File: src/rtl/demux8_stream_dispatcher.sv
// Front end for the 1-to-8 demux: routes each word by address or round-robin, drops disabled targets.
// Latency: 1 cycle from accept to out_valid; one registered output word, 1 word/cycle sustained.
// Backpressure: in_ready drops only while the held word's own channel is not ready.
module demux8_stream_dispatcher #(
    parameter int DW   = 8,
    parameter int CNTW = 8
) (
    input  logic            clk,
    input  logic            rst_n,
    input  logic            mode,
    input  logic [7:0]      chan_en,
    input  logic            in_valid,
    output logic            in_ready,
    input  logic [2:0]      in_dest,
    input  logic [DW-1:0]   in_data,
    output logic [7:0]      out_valid,
    input  logic [7:0]      out_ready,
    output logic [DW-1:0]   out_data,
    output logic [2:0]      out_sel,
    output logic [2:0]      rr_ptr,
    output logic [CNTW-1:0] drop_cnt
);

    logic       full;
    logic       drain;
    logic       accept;
    logic       rr_found;
    logic [2:0] rr_tgt;
    logic [2:0] rr_idx;
    logic [2:0] tgt;
    logic       tgt_en;

    assign full     = |out_valid;
    assign drain    = full & out_ready[out_sel];
    assign in_ready = ~full | drain;
    assign accept   = in_valid & in_ready;

    // Descending scan so the smallest offset from rr_ptr wins.
    always_comb begin
        rr_found = 1'b0;
        rr_tgt   = 3'd0;
        rr_idx   = 3'd0;
        for (int i = 7; i >= 0; i--) begin
            rr_idx = rr_ptr + 3'(i);
            if (chan_en[rr_idx]) begin
                rr_found = 1'b1;
                rr_tgt   = rr_idx;
            end
        end
    end

    assign tgt    = mode ? rr_tgt : in_dest;
    assign tgt_en = mode ? rr_found : chan_en[in_dest];

    always_ff @(posedge clk or negedge rst_n) begin
        if (!rst_n) begin
            out_valid <= 8'd0;
            out_data  <= '0;
            out_sel   <= 3'd0;
            rr_ptr    <= 3'd0;
            drop_cnt  <= '0;
        end else begin
            if (accept && tgt_en) begin
                out_valid <= 8'd1 << tgt;
                out_sel   <= tgt;
                out_data  <= in_data;
            end else if (drain) begin
                out_valid <= 8'd0;
            end

            if (accept && !tgt_en && (drop_cnt != {CNTW{1'b1}}))
                drop_cnt <= drop_cnt + 1'b1;

            if (accept && mode && rr_found)
                rr_ptr <= rr_tgt + 3'd1;
        end
    end

endmodule
File: config.mk
export PLATFORM = sky130hd
export DESIGN_NAME = demux8_stream_dispatcher
export DESIGN_NICKNAME = d
export VERILOG_FILES = /design/src/rtl/demux8_stream_dispatcher.sv
export SDC_FILE = /design/constraint.sdc
export NUM_CORES = 1
export LEC_CHECK = 0
export ABC_AREA = 1
export ABC_CLOCK_PERIOD_IN_PS = 3100
export CORE_MARGIN = 3
export CORE_UTILIZATION = 63
export CTS_CLUSTER_SIZE = 16
export DETAILED_ROUTE_END_ITERATION = 10
export DONT_BUFFER_PORTS = 1
export GPL_ROUTABILITY_DRIVEN = 0
export PLACE_DENSITY = 0.79
export REMOVE_ABC_BUFFERS = 1
export SYNTH_ARGS = -nofsm -noshare
export SYNTH_HDL_FRONTEND = slang
export SYNTH_SLANG_ARGS = --single-unit
File: constraint.sdc
create_clock -name clk -period 3.1 [get_ports clk]
set_clock_uncertainty 0.2 [all_clocks]
set_input_delay 0.31 -clock clk [delete_from_list [all_inputs] [get_ports clk]]
set_output_delay 0.31 -clock clk [all_outputs]
set_load 0.005 [all_outputs]
==> impl_results.md <==
* Number of distinct library cells after synthesis at 32
* Setup violators final at 0
* Mux share of post-synthesis cell area at approximately 1.6%
* Pwr Density at approximately 1300 nW/um^2
* Total global routing track utilization at between 20 and 30%
* Clock buffer count from CTS at 5
* Mapped Area at around 2200 sq um
* Synthesized instance count at around 310
* Achievable Freq at 361.2 MHz
* Largest family of logic cells by synthesized area: simple AND/OR/NAND/NOR gates
* Unrepaired setup endpoints after global routing: false
* Async SR Flop Fraction at 100.0%
* Die ar. at 4180 sq um
* Post-synth EDFFs at 0
* Core area at between 3000 and 4000 sq um
* Area growth syn-to-layout at 10.10%
* Crit Path Category: reg2reg
* CTS resizes at 0
* Final antenna diode count at 0
* Worst skew pair latency at 340 ps
* Worst Setup End Kind: flip-flop
* Total placed cells including tap cells at between 300 and 400
* Die W at between 60 and 70 microns
* Synth area leader: dfrtp_1
* Critical Path Fanout Max at 15
* DR WL/cell at roughly 15 microns
* Antenna violations before repair at 0
* WP data arrival at about 2900 ps
* Drt via density at slightly below 6
* Min Tclk post-route at ~2800 ps
* Fin crit share at between 80% and 90%
* Max Root-Sink Buffers at 2
* Synth top cells by count: nand2_1 (112), nand3_1 (41), dfrtp_1 (30), inv_1 (18), nor2_1 (17)
* H-Tree Depth at 2
* Reg area at between 700 and 800 sq um
* Synth Area in Adders at under 10%
* Vias post-DR at around 2.2k
* Slew @ Worst Pin at 418.4 ps
* Grt ovf at 0
* Routed Antenna Nets at 0
* Worst-path clk slew at roughly 100 ps
* First-pass GRT wire length at approximately 9 mm
* Layout cells sized above 1 at between 10 and 15%
* Fin area at 2386 sq um
* Met3 Usage GRT at under 10%
* Final hold violations at 0
* Worst rel slew slack at around 70%
* Complex-gate fraction of the synthesized area at between 8 and 9%
* Utilization after layout at about three quarters
* Postcts setup bufs at 0
* Fin nets at 356
* Drt total wl at ~5.5 mm
* Register area share after synthesis at 34.64%
* P_leak at about 1.2 nW
* Post-Synth Simple-Gate Area at between 40 and 50%
* Met2 Use GR at 48.32%
* Max Slew Vio Count at 0
* Multi-input combinational cell area at 1276 sq um
* VDD IR max at 0.6935 mV
* Max_cap viols at 0
* Ys flop type: dfrtp_1
* CTS sink cnt at 30
* 1st-iter DRT viols at 151
* CTS tree: built
* Drt drc at 0
* Total negative slack at 0 ps
* GRT met1 Usage at between 30% and 40%
* CTS Hold Bufs at 10
* Starting Density at 68.19%
* Largest net degree at the start of global routing at 31
* Ranking of synthesized cells by area: dfrtp_1 (35%), nand2_1 (19%), nand3_1 (9.5%)
* Initial DRT Pass Iterations at 4
* Crit path launch type: flip-flop
* Status: finished clean
* Number of global-route vias before repair at 2028
* Synth warnings at 0
* Most Crowded Layer GR: met2
* Root Driver: clkbuf_4
* DPL Wire Length at a little over 4 mm
* Xor/xnor share of the synthesized area at 3.637%
* Top-count cell post-synth: nand2_1
* Critical path data required time at around 3200 ps
* Final std cells w/o fill at 367
* Area after DPL at between 2000 and 2500 sq um
* Number of fillers in the final layout at ~250
* Worst hold path class: in2reg
* Die Ht at approximately 65 microns
* Core Rows at 20
* Port Buf Inserts at 0
* Syn Area/Cell at between 7 and 8 sq um
* IO Count at 62
* Yosys reg bits at 30
* Top cell type's share of synthesized area at between 30% and 40%
## flip-flops by register name, indices dropped and copies added, names as in the netlist
signal	flops
out_sel	3
rr_ptr	3
out_valid	8
drop_cnt	8
out_data	8
## final timing paths
kind	end	cells after the start	from	slack, ps
hold / removal	drop_cnt[2]$_DFFE_PN0P_	3	mode	30
setup reg to reg	out_valid[1]$_DFFE_PN0P_	15	rr_ptr[1]$_DFFE_PN0P_	330
min in group asynchronous	drop_cnt[2]$_DFFE_PN0P_	2	rst_n	230
setup / recovery	out_valid[1]$_DFFE_PN0P_	15	rr_ptr[1]$_DFFE_PN0P_	330
max in group asynchronous	out_sel[2]$_DFFE_PN0P_	2	rst_n	2290
hold reg to reg	out_data[0]$_DFFE_PN0P_	2	out_data[0]$_DFFE_PN0P_	320
## per-stage QoR
| step | power [mW] | hold WS, ps | setup WS [ps] |
|---|---|---|---|
| after global routing | 3.435 | 42.97 | 30.63 |
| after CTS | 3.094 | 15.00 | 326.0 |
| after detailed placement | 2.760 | -184.1 | 349.5 |
| after floorplan | 2.330 | -185.6 | 444.3 |
| after global placement | 2.712 | -184.3 | 446.2 |
| final | 3.121 | 34.11 | 331.7 |
## critical path: stages, from the launching register on
cell and delay [ps]:
dfrtp_1 430, inv_6 70, ha_1 350, inv_2 140, nand3_1 120, nand3_1 140, nand2_1 140, nor2_1 160
nand2_2 80, o21ai_4 190, nand2_2 80, nand2_4 150, inv_4 90, a21oi_4 210, nand2_1 70, nand2_1 70
## power breakdown
group	internal (mW)	total (mW)	leakage, nW	switching, mW
Combinational	0.675	2.05	0.821	1.38
Clock	0.167	0.305	0.0450	0.138
Sequential	0.562	0.764	0.383	0.202
## cell families after synthesis
family,after synthesis
xor gates and xnor gates,9
and+or+nand+nor,201
adders and majority gates,3
buffers and inverters,29
muxes,3
AOI/OAI and AO/OA,32
DFF,30
## routing by layer
layer,up-vias,part of all wire (%)
met5,-,0
met4,0,1.8
met3,12,8.9
met2,119,51
met1,1010,39
li1,1042,-
## layout by cell type (no fill, tap or decap), types with 5 or more instances in the layout
cell type and instances:
nand2_1 112, nand3_1 41, dfrtp_1 30, inv_1 18
nor2_1 17, o21ai_0 14, nand2_2 10, nand3_2 9
dlygate4sd3_1 9, a21oi_1 8, inv_2 5, xor2_1 5
clkbuf_4 5
## final cells by class
| class | count | share of cell area [%] |
|---|---|---|
| timing repair buffer | 12 | 5.244 |
| clock inverter | 3 | 1.678 |
| multi-input combinational | 248 | 53.49 |
| tap | 44 | 2.307 |
| clock buffer | 5 | 1.573 |
| sequential | 30 | 31.46 |
| inverter | 25 | 4.247 |
Power figures use the tool's default switching activity.
